--- src/rtl/pwm_channel.sv ---
// -----------------------------------------------------------------------------
// pwm_channel
//
// Tick-driven PWM output stage. A free-running counter advances on each
// one-clk tick from the upstream pulse generator. Period and duty are offered
// through a valid/ready handshake into a shadow register and only copied into
// the active registers at a period boundary (or while idle), so the pin never
// shows a truncated or stretched cycle.
//
// Build option:
//   PWM_DEADTIME_EN  adds the complementary pin pwm_out_n with DEAD clk cycles
//                    of both-low dead time around every change of the raw PWM
//                    value. Without it, DEAD is unused and pwm_out is the raw
//                    value delayed by one clk.
//
// Parameters:
//   WIDTH  width of counter, period and duty
//   DEAD   dead time in clk cycles (1..255), used only with PWM_DEADTIME_EN
//
// Ports:
//   clk          system clock
//   rst          asynchronous reset, active-high
//   tick         count enable, one-clk pulse
//   enable       run request, level-sensitive
//   cfg_valid    config offer
//   cfg_ready    config accept; 1 while the shadow register is empty
//   cfg_period   period minus one, in ticks
//   cfg_duty     high time, in ticks
//   pwm_out      PWM output
//   period_done  one-clk pulse after each period wrap
//   pwm_out_n    complementary output (PWM_DEADTIME_EN only)
// -----------------------------------------------------------------------------
module pwm_channel #(
  parameter int WIDTH = 16,
  parameter int DEAD  = 4
) (
  input  logic             clk,
  input  logic             rst,
  input  logic             tick,
  input  logic             enable,
  input  logic             cfg_valid,
  output logic             cfg_ready,
  input  logic [WIDTH-1:0] cfg_period,
  input  logic [WIDTH-1:0] cfg_duty,
  output logic             pwm_out,
  output logic             period_done
`ifdef PWM_DEADTIME_EN
  ,
  output logic             pwm_out_n
`endif
);

  // Elaboration-time parameter sanity check.
  if (WIDTH < 1 || DEAD < 1 || DEAD > 255) begin : g_bad_param
    $error("pwm_channel: WIDTH must be >= 1 and DEAD must be in 1..255");
  end

  typedef enum logic {
    IDLE = 1'b0,
    RUN  = 1'b1
  } state_t;

  state_t           r_state;
  state_t           w_state_next;

  logic [WIDTH-1:0] r_cnt;
  logic [WIDTH-1:0] r_period_act;
  logic [WIDTH-1:0] r_duty_act;
  logic [WIDTH-1:0] r_shadow_period;
  logic [WIDTH-1:0] r_shadow_duty;
  // Stored as "shadow empty" rather than "pending" so cfg_ready is a flop
  // output with no logic in front of the pin.
  logic             r_shadow_empty;
  logic             r_period_done;
  logic             r_pwm_out;

  logic             w_active;
  logic             w_at_end;
  logic             w_wrap;
  logic             w_accept;
  logic             w_transfer;
  logic             w_raw;

  // Running and still requested. Dropping enable mid-period makes this 0 on
  // the stop cycle, which both suppresses the wrap and forces the pin low on
  // the same edge the FSM returns to IDLE.
  assign w_active   = (r_state == RUN) && enable;
  assign w_at_end   = (r_cnt == r_period_act);
  assign w_wrap     = w_active && tick && w_at_end;
  assign w_accept   = cfg_valid && r_shadow_empty;
  // A wrap that coincides with an accept sees the old (empty) shadow, so the
  // fresh config waits for the following wrap.
  assign w_transfer = !r_shadow_empty && ((r_state == IDLE) || w_wrap);
  assign w_raw      = w_active && (r_cnt < r_duty_act);

  // ---------------------------------------------------------------------------
  // State machine
  // ---------------------------------------------------------------------------
  always_ff @(posedge clk or posedge rst) begin
    // NOTE: sequential state uses non-blocking assignments so every flop
    // samples the pre-edge values of its neighbours, independent of the
    // order in which the simulator runs the always blocks.
    if (rst) begin
      r_state <= IDLE;
    end else begin
      r_state <= w_state_next;
    end
  end

  always_comb begin
    // NOTE: the default assignment on entry means every path assigns
    // w_state_next, so no latch is inferred.
    w_state_next = r_state;
    unique case (r_state)
      // A pending config is transferred first; RUN follows on the next clk.
      IDLE: if (enable && r_shadow_empty) w_state_next = RUN;
      RUN:  if (!enable)                  w_state_next = IDLE;
      default: w_state_next = IDLE;
    endcase
  end

  // ---------------------------------------------------------------------------
  // Counter, active config, handshake and period_done
  // ---------------------------------------------------------------------------
  always_ff @(posedge clk or posedge rst) begin
    if (rst) begin
      r_cnt          <= '0;
      r_period_act   <= '1;
      r_duty_act     <= '0;
      r_shadow_empty <= 1'b1;
      r_period_done  <= 1'b0;
    end else begin
      if (!w_active) begin
        r_cnt <= '0;
      end else if (tick) begin
        r_cnt <= w_at_end ? '0 : r_cnt + WIDTH'(1);
      end

      // Transfer only ever happens with the counter at (or about to be) 0,
      // so the counter can never be left above a shorter new period.
      if (w_transfer) begin
        r_period_act <= r_shadow_period;
        r_duty_act   <= r_shadow_duty;
      end

      // Accept needs an empty shadow and transfer needs a full one, so the
      // two can never fire in the same cycle.
      if (w_accept) begin
        r_shadow_empty <= 1'b0;
      end else if (w_transfer) begin
        r_shadow_empty <= 1'b1;
      end

      r_period_done <= w_wrap;
    end
  end

  // NOTE: the shadow data registers have no reset; they are only read after
  // an accept has loaded them, and the empty flag guarding them is reset.
  always_ff @(posedge clk) begin
    if (w_accept) begin
      r_shadow_period <= cfg_period;
      r_shadow_duty   <= cfg_duty;
    end
  end

  // ---------------------------------------------------------------------------
  // Output stage
  // ---------------------------------------------------------------------------
`ifdef PWM_DEADTIME_EN
  logic       r_raw_q;
  logic [7:0] r_dead;
  logic       r_pwm_out_n;

  // Any change of raw loads the dead-time counter with both pins low. The
  // newly active pin is driven when the counter is on its last count, which
  // puts the rising edge DEAD+1 clks after raw changed. A further change
  // during dead time simply reloads the counter.
  always_ff @(posedge clk or posedge rst) begin
    if (rst) begin
      r_raw_q     <= 1'b0;
      r_dead      <= '0;
      r_pwm_out   <= 1'b0;
      r_pwm_out_n <= 1'b0;
    end else if (w_raw != r_raw_q) begin
      r_raw_q     <= w_raw;
      r_dead      <= 8'(DEAD);
      r_pwm_out   <= 1'b0;
      r_pwm_out_n <= 1'b0;
    end else if (r_dead > 8'd1) begin
      r_dead      <= r_dead - 8'd1;
      r_pwm_out   <= 1'b0;
      r_pwm_out_n <= 1'b0;
    end else begin
      r_dead      <= '0;
      r_pwm_out   <= w_raw;
      // Gated by w_active so both pins stay low in IDLE.
      r_pwm_out_n <= w_active && !w_raw;
    end
  end

  assign pwm_out_n = r_pwm_out_n;
`else
  always_ff @(posedge clk or posedge rst) begin
    if (rst) begin
      r_pwm_out <= 1'b0;
    end else begin
      r_pwm_out <= w_raw;
    end
  end
`endif

  assign pwm_out     = r_pwm_out;
  assign period_done = r_period_done;
  assign cfg_ready   = r_shadow_empty;

endmodule

--- config.mk ---
export PLATFORM = sky130hd
export DESIGN_NAME = pwm_channel
export DESIGN_NICKNAME = d
export VERILOG_FILES = /design/src/rtl/pwm_channel.sv
export SDC_FILE = /design/constraint.sdc
export NUM_CORES = 1
export LEC_CHECK = 0
export BUFFER_PORTS_ARGS = -buffer_cell sky130_fd_sc_hd__buf_4
export CAP_MARGIN = 20
export CORE_AREA = 2 2 91 93
export CTS_CLUSTER_DIAMETER = 50
export CTS_CLUSTER_SIZE = 10
export DETAILED_ROUTE_END_ITERATION = 8
export DIE_AREA = 0 0 93 95
export PLACE_DENSITY = 0.82
export SLEW_MARGIN = 20
export SYNTH_ARGS = -nofsm -noshare
export SYNTH_HDL_FRONTEND = slang
export SYNTH_SLANG_ARGS = --single-unit
export TNS_END_PERCENT = 30
--- constraint.sdc ---
create_clock -name clk -period 2.6 [get_ports clk]
set_clock_uncertainty 0.15 [all_clocks]
set_input_delay 0.65 -clock clk [delete_from_list [all_inputs] [get_ports clk]]
set_output_delay 0.65 -clock clk [all_outputs]
set_load 0.01 [all_outputs]
### Word-level counts from Yosys, hierarchy flattened

Cells that the tools add are included.

| operators by class | value |
|---|---|
| add/sub/neg operators | 1 |
| multiply operators | 0 |
| bitwise logic cells | 1 |
| shift-type cells | 0 |
| div/mod/pow operators | 0 |
| reductions and logical operators | 10 |
| magnitude comparators | 1 |
| mux-type cells | 8 |
| equal/unequal tests | 2 |

Operators by type and width:

| kind | count |
|---|---|
| two-way mux 16 bit | 3 |
| adder 16 x 1 -> 16 bit (second input constant) | 1 |
| == test 16 bit | 1 |
| less-than comparator 16 bit | 1 |
| logical AND 1 bit | 7 |
| two-way mux 1 bit | 4 |
| inequality test 2 bit (second input constant) | 1 |
| one-hot mux 1 bit (2 select lines) | 1 |
| nonzero test 2 bit | 1 |
| logical NOT 1 bit | 1 |
| logical OR 1 bit | 1 |
| inverter 1 bit | 1 |

| word-level totals | value |
|---|---|
| bits in read-only memories | 0 |
| bits in latches | 0 |
| memories | 0 |
| output and inout port bits | 3 |
| word-level logic and storage cells | 32 |
| input port bits | 37 |
| bits in registers | 84 |
| bits in writable memories | 0 |

### Longest topological paths before layout

Gate-level depths: netlist of run 1.

| depth | value |
|---|---|
| depth in word-level cells | 7 |
| depth in mapped cells | 8 |
| gate-level depth less buffers | 7 |

### Worst setup path before layout of run 1

OpenSTA, ideal clock, no wires.

| timing path | value |
|---|---|
| path kind | register to register |
| start | register r_period_act[15] |
| end | register r_duty_act[0] |
| setup time | 0.126 ns |
| arrival time | 1.738 ns |
| data required time | 2.324 ns |
| period minus slack after synthesis | 2.014 ns |
| buffers on the path | 1 |
| cell stages (with the launch flop) | 7 |
| path slack | 0.586 ns |
| path through | dfstp_2 > xnor2_1 > nand4_1 > nor4_4 > o21ai_2 > buf_6 > a221o_1 |

| on the way | value |
|---|---|
| word-level cells in the longest chain between the ends | 4 |

Ends and longest elaborated chain:

| element | RTL line | text |
|---|---|---|
| start, declared | 67 | `logic [WIDTH-1:0] r_period_act;` |
| start signal, assigned | 142 | `r_period_act <= r_shadow_period;` |
| == test 16 bit | 88 | `assign w_at_end = (r_cnt == r_period_act);` |
| logical AND 1 bit | 89 | `assign w_wrap = w_active && tick && w_at_end;` |
| logical OR 1 bit | 93 | `assign w_transfer = !r_shadow_empty && ((r_state == IDLE) \|\| w_wrap);` |
| logical AND 1 bit | 93 |  |
| end signal, assigned | 143 | `r_duty_act <= r_shadow_duty;` |
| end, declared | 68 | `logic [WIDTH-1:0] r_duty_act;` |

Every way passes these cells.
A chain may end at the register's enable or synchronous reset.

### Final worst setup path of run 1

| timing path | value |
|---|---|
| start | register r_cnt[5] |
| end | register r_duty_act[4] |

| on the way | value |
|---|---|
| word-level cells in the longest chain between the ends | 4 |

Ends and longest elaborated chain:

| element | RTL line | text |
|---|---|---|
| start, declared | 66 | `logic [WIDTH-1:0] r_cnt;` |
| start signal, assigned | 136 | `r_cnt <= w_at_end ? '0 : r_cnt + WIDTH'(1);` |
| == test 16 bit | 88 |  |
| logical AND 1 bit | 89 |  |
| logical OR 1 bit | 93 |  |
| logical AND 1 bit | 93 |  |

Every way passes these cells.

==> flow_metrics.env, run 1 <==
export IMPL_maxCapViolCount=0
export IMPL_grt_max_degree=58
export IMPL_rr_worst_depth=5
export IMPL_grt_util_all_layers_pct=20.9
export IMPL_final_hold_viol_count=0
export IMPL_clk_latency_ns=0.36
export IMPL_io_pins=40
export IMPL_clk_pin_slew_ns=0.09
export IMPL_r2r_slack_ns=0.23
export IMPL_ys_warn_count=0
export IMPL_synth_seq_cells=84
export IMPL_cts_root_buf="clkbuf_8"
export IMPL_drt_iter0_markers=235
export IMPL_synth_fp_nets=386
export IMPL_core_area_sq_um=7930
export IMPL_ir_drop_mv=0.551
export IMPL_synth_main_ff_cell="dfrtp_1"
export IMPL_layout_min_cycle_time_ns=2.37
export IMPL_min_period_over_period_pct=91.3
export IMPL_max_freq_mhz=421
export IMPL_synth_enable_flop_cells=32
export IMPL_worstReg2RegStart="r_cnt[5]"
export IMPL_synth_top_area_cell="edfxtp_1"
export IMPL_cp_slowest_stage_delay_ns=0.48
export IMPL_syn_avg_cell_area_sq_um=12.1
export IMPL_grt_pass1_vias=2866
export IMPL_initial_core_util_pct=51.0
export IMPL_hold_buffers=0
export IMPL_crit_path_end_kind="register"
export IMPL_num_vias=2955
export IMPL_cp_num_buf_inv=0
export IMPL_grt_pass1_wl_um=14000
export IMPL_routedWlPerCell_um=17.8
export IMPL_finalSetupTns_ns=0
export IMPL_syn_inst=333
export IMPL_final_util_pct=59.0
export IMPL_post_route_drc_count=0
export IMPL_synth_top_area_share_pct=23.8
export IMPL_num_rows=33
export IMPL_cp_top_family="compound AO/OA/AOI/OAI gates"
export IMPL_fp_dieW_um=93
export IMPL_ys_seq_area_share_pct=56.5
export IMPL_gr_total_overflow=0
export IMPL_critPathSlowestCell="dfrtp_1"
export IMPL_htree_levels=3
export IMPL_critPathMaxFanout=32
export IMPL_synth_area_top_cells="edfxtp_1, dfrtp_1, dfstp_2, a221o_1, and3_1"
export IMPL_reg2reg_to="r_duty_act[4]"
export IMPL_setup_viol=0
export IMPL_cts_tree="done"
export IMPL_antenna_left=0
export IMPL_dr_pass1_iters=4
export IMPL_arrival_ns=2.47
export IMPL_path_class="register to register"
export IMPL_clk_path_buf_depth=2
export IMPL_worstMarginPinSlew_ns=0.856
export IMPL_rsz0062_at_grt="false"
export IMPL_synth_most_common_cell="and3_1"
export IMPL_netlist_cell_type_count=48
export IMPL_syn_area_sq_um=4040
export IMPL_drive_gt1_share_pct=23.1
export IMPL_dp_hpwl_um=5950
export IMPL_power_density_nw_per_um2=766
export IMPL_slew_headroom_pct=42.7
export IMPL_crit_chain="xnor2_1 -> nand4_1 -> nor4_4 -> o21ai_4 -> a221o_1"
export IMPL_yosys_top_cells_count="and3_1, dfrtp_1, a221o_1, edfxtp_1, inv_1"
export IMPL_async_flop_share_pct=61.9
export IMPL_antenna_found_initial=0
export IMPL_cts_buffers_inserted=9
export IMPL_vias_per_cell=6.13
export IMPL_worst_ep_required_time_ns=2.70
export IMPL_cts_resized=0
export IMPL_final_nets=425
export IMPL_post_cts_buffers=0
export IMPL_routed_wl_um=8590
export IMPL_die_h_um=95
export IMPL_p_leak_uw=0.00210
export IMPL_port_buffers=39
export IMPL_drv_slew=0
export IMPL_worstSetupStartpointType="register"
export IMPL_synthToLayoutAreaGrowth_pct=15.7
export IMPL_status="complete, no violations"
export IMPL_holdWs_ns=0.172
export IMPL_die_area_sq_um=8840
export IMPL_placed_area_sq_um=4470
export IMPL_postLayoutCellArea_sq_um=4670
export IMPL_diodes=0
export IMPL_min_path_type="input port to async pin"
export IMPL_gp_congestion=0.896
export IMPL_clock_sinks=84
==> area by class of cell <==
type                            count  area (sq um)
Sequential cell                    84          2280
Clock inverter                      7          80.1
Fill cell                         646          3250
Inverter                           20          75.1
Clock buffer                        9           124
Timing Repair Buffer               49           405
Tap cell                          105           131
Multi-Input combinational cell    208          1580
==> power by group <==
| group | switching (uW) | internal [uW] |
|---|---|---|
| clock | 496 | 457 |
| sequential | 193 | 1730 |
| combinational | 329 | 381 |
| total | 1020 | 2560 |
==> flip-flops by register name, summed over array words and instances (netlist names) <==
name             count
r_cnt               16
r_duty_act          16
r_period_act        16
r_shadow_duty       16
r_shadow_period     16
cfg_ready            1
period_done          1
pwm_out              1
r_state              1
==> metrics by stage <==
| step | power (uW) | setup WS [ns] | std cells |
|---|---|---|---|
| 2_1_floorplan | 2400 | 0.570 | 333 |
| 3_3_place_gp | 2590 | 0.187 | 466 |
| 3_5_place_dp | 2650 | 0.292 | 466 |
| 4_1_cts | 3600 | 0.259 | 482 |
| 5_1_grt | 3750 | 0.126 | 482 |
| 6_report | 3580 | 0.226 | 482 |
==> how the worst max path moves through the flow <==
stage                    from               to  slack (ns)  cells after the start
floorplan                 rst      period_done        0.57                      1
global placement     r_cnt[9]  r_period_act[7]        0.19                      5
detailed placement  r_cnt[10]    r_duty_act[9]        0.29                      5
CTS                  r_cnt[5]    r_duty_act[9]        0.26                      5
global route         r_cnt[5]    r_duty_act[0]        0.13                      5
finish               r_cnt[5]    r_duty_act[4]        0.23                      5
==> cells in the final DEF, fill, tap and decap left out, types with 3 or more instances in the layout <==
cell type and instances:
a211oi_1 3, a21o_1 9, a21oi_1 7, a221o_1 32, and3_1 36, buf_12 3
buf_4 46, clkbuf_8 9, dfrtp_1 35, dfstp_2 17, edfxtp_1 32, ha_1 16
inv_1 19, nand2_1 14, nand3_1 9, nand4_1 7, nor2_1 9, nor3_1 3
nor4b_1 3, o21ai_0 4, o31ai_1 7, xnor2_1 17
==> routing by layer <==
metal / routed length (um) / vias to the layer above / global-route usage (%)
met5: 0 / - / 0
li1: - / 1355 / -
met1: 3550 / 1471 / 27.1
met3: 423 / 23 / 4.47
met2: 4330 / 106 / 32.9
met4: 284 / 0 / 11.3
==> cell families (layout without fill, tap and decap cells) <==
group                    count (synthesis)  in the layout  synth area share [%]
AND/OR/NAND/NOR                         95             95                  13.5
buffers and inverters                   41             85                  4.74
XOR/XNOR                                17             17                  3.69
adder cells (fa/ha/maj)                 16             16                  4.96
flip-flops                              84             84                  56.5
AO/OA/AOI/OAI                           80             80                  16.6
No activity file was read; power rests on OpenSTA's default activity.
==> run 2: changes to the inputs <==
--- a/config.mk
+++ b/config.mk
@@ -7,12 +7,12 @@
 export LEC_CHECK = 0
 export BUFFER_PORTS_ARGS = -buffer_cell sky130_fd_sc_hd__buf_4
 export CAP_MARGIN = 20
-export CORE_AREA = 2 2 91 93
+export CORE_AREA = 2 2 93 95
 export CTS_CLUSTER_DIAMETER = 50
 export CTS_CLUSTER_SIZE = 10
 export DETAILED_ROUTE_END_ITERATION = 8
-export DIE_AREA = 0 0 93 95
-export PLACE_DENSITY = 0.82
+export DIE_AREA = 0 0 95 97
+export PLACE_DENSITY = 0.79
 export SLEW_MARGIN = 20
 export SYNTH_ARGS = -nofsm -noshare
 export SYNTH_HDL_FRONTEND = slang
==> constraint.sdc (replaced) <==
create_clock -name clk -period 2.9 [get_ports clk]
set_clock_uncertainty 0.15 [all_clocks]
set_input_delay 0.725 -clock clk [delete_from_list [all_inputs] [get_ports clk]]
set_output_delay 0.725 -clock clk [all_outputs]
set_load 0.01 [all_outputs]
==> flow_metrics.env, run 2 (synthesis gave the netlist of run 1 again) <==
export IMPL_rr_worst_depth=6
export IMPL_die_h_um=97
export IMPL_final_common_cell="buf_4"
export IMPL_finalSetupTns_ns=0
export IMPL_cp_top_family="simple AND/OR/NAND/NOR gates"
export IMPL_num_rows=33
export IMPL_placedCellCount=462
export IMPL_worstMarginPinSlew_ns=0.874
export IMPL_clock_sinks=84
export IMPL_drive_gt1_share_pct=22.0
export IMPL_grt_max_degree=58
export IMPL_post_route_drc_count=0
export IMPL_gp_congestion=0.935
export IMPL_worstSetupStartpointType="register"
export IMPL_diodes=0
export IMPL_place_ws_ns=0.523
export IMPL_maxCapViolCount=0
export IMPL_post_cts_buffers=0
export IMPL_worst_slack_ns=0.510
export IMPL_routed_wl_um=8590
export IMPL_hold_buffers=0
export IMPL_grt_pass1_vias=2877
export IMPL_rsz0062_at_grt="false"
export IMPL_clk_path_buf_depth=2
export IMPL_worst_ep_required_time_ns=3.00
export IMPL_cp_slowest_stage_delay_ns=0.51
export IMPL_cts_buffers_inserted=9
export IMPL_min_period_over_period_pct=82.4
export IMPL_drt_iter0_markers=304
export IMPL_min_path_type="input port to async pin"
export IMPL_reg2reg_to="r_cnt[10]"
export IMPL_cts_resized=0
export IMPL_clk_latency_ns=0.36
export IMPL_setup_viol=0
export IMPL_initial_core_util_pct=49.7
export IMPL_holdWs_ns=0.253
export IMPL_final_nets=421
export IMPL_slew_headroom_pct=41.5
export IMPL_p_leak_uw=0.00208
export IMPL_crit_path_end_kind="register"
export IMPL_synthToLayoutAreaGrowth_pct=14.8
export IMPL_antenna_found_initial=0
export IMPL_power_density_nw_per_um2=707
export IMPL_worstReg2RegStart="r_cnt[6]"
export IMPL_gr_total_overflow=0
export IMPL_ir_drop_mv=0.400
export IMPL_clk_pin_slew_ns=0.09
export IMPL_final_util_pct=57.0
export IMPL_drv_slew=0
export IMPL_max_freq_mhz=418
export IMPL_routedWlPerCell_um=18.0
export IMPL_stdcell_count=478
export IMPL_core_area_sq_um=8130
export IMPL_final_hold_viol_count=0
export IMPL_die_area_sq_um=9220
export IMPL_cts_tree="done"
export IMPL_antenna_left=0
export IMPL_port_buffers=39
export IMPL_io_pins=40
export IMPL_vias_per_cell=6.12
export IMPL_fp_dieW_um=95
export IMPL_crit_chain="xnor2_1 -> nand4_1 -> nor4_4 -> buf_4 -> nor2_1 -> a31o_1"
export IMPL_path_class="register to register"
export IMPL_grt_pass1_wl_um=14400
export IMPL_status="complete, no violations"
export IMPL_dr_pass1_iters=5
export IMPL_layout_common_cells="buf_4, and3_1, dfrtp_1"
export IMPL_arrival_ns=2.49
export IMPL_dp_hpwl_um=5850
export IMPL_htree_levels=3
export IMPL_layout_min_cycle_time_ns=2.39
export IMPL_cts_root_buf="clkbuf_8"
export IMPL_grt_util_all_layers_pct=20.3
export IMPL_critPathSlowestCell="dfrtp_1"
export IMPL_num_vias=2924
export IMPL_r2r_slack_ns=0.51
export IMPL_critPathMaxFanout=57
export IMPL_cp_num_buf_inv=1
==> run 2: cell types whose count changed in the layout (fill, tap and decap cells not counted), sizes merged <==
| cell | change |
|---|---|
| buf | -4 |
| bufinv | +1 |
| clkbuf | +1 |
| clkinv | +1 |
| clkinvlp | -1 |
| inv | -2 |
==> run 2: worst max path at each step <==
| stage | depth (start not counted) | to | startpoint | slack [ns] |
|---|---|---|---|---|
| after global placement | 5 | r_duty_act[3] | r_cnt[5] | 0.59 |
| after global routing | 6 | r_cnt[10] | r_period_act[15] | 0.34 |
| after CTS | 6 | r_cnt[10] | r_period_act[15] | 0.50 |
| after detailed placement | 6 | r_cnt[10] | r_period_act[15] | 0.52 |
| after floorplan | 1 | period_done | rst | 0.80 |
| final | 6 | r_cnt[10] | r_cnt[6] | 0.51 |
==> run 2: worst reg2reg max path: stages, from the launching register on <==
cell	delay (ns)
dfrtp_1	0.51
xnor2_1	0.22
nand4_1	0.15
nor4_4	0.37
buf_4	0.51
nor2_1	0.14
a31o_1	0.24
==> run 2: metrics by stage <==
step	power (uW)	cell area (sq um)
finish	3280	4640
floorplan	2150	4040
global placement	2330	4410
global route	3440	4640
CTS	3290	4640
detailed placement	2370	4420
==> run 2: where the power goes <==
group          switching [uW]  internal, uW  leakage [uW]
clock network             425           509      0.000114
registers                 178          1550      0.000934
logic                     286           334       0.00104
total                     888          2390       0.00208
==> run 2: final cells by class <==
class                      count  area [sq um]
fill                         661          3490
inverter                      20          75.1
tap                          105           131
multi-input combinational    208          1580
sequential                    84          2280
clock inverter                 6          86.3
clock buffer                  10           138
timing repair buffer          45           350
==> run 2: metal layers <==
layer / track usage (%) / vias up / wire (um)
met1: 27.8 / 1460 / 3710
met5: 0 / - / 0
met4: 7.80 / 0 / 133
met3: 4.13 / 9 / 434
met2: 31.7 / 106 / 4320
li1: - / 1349 / -
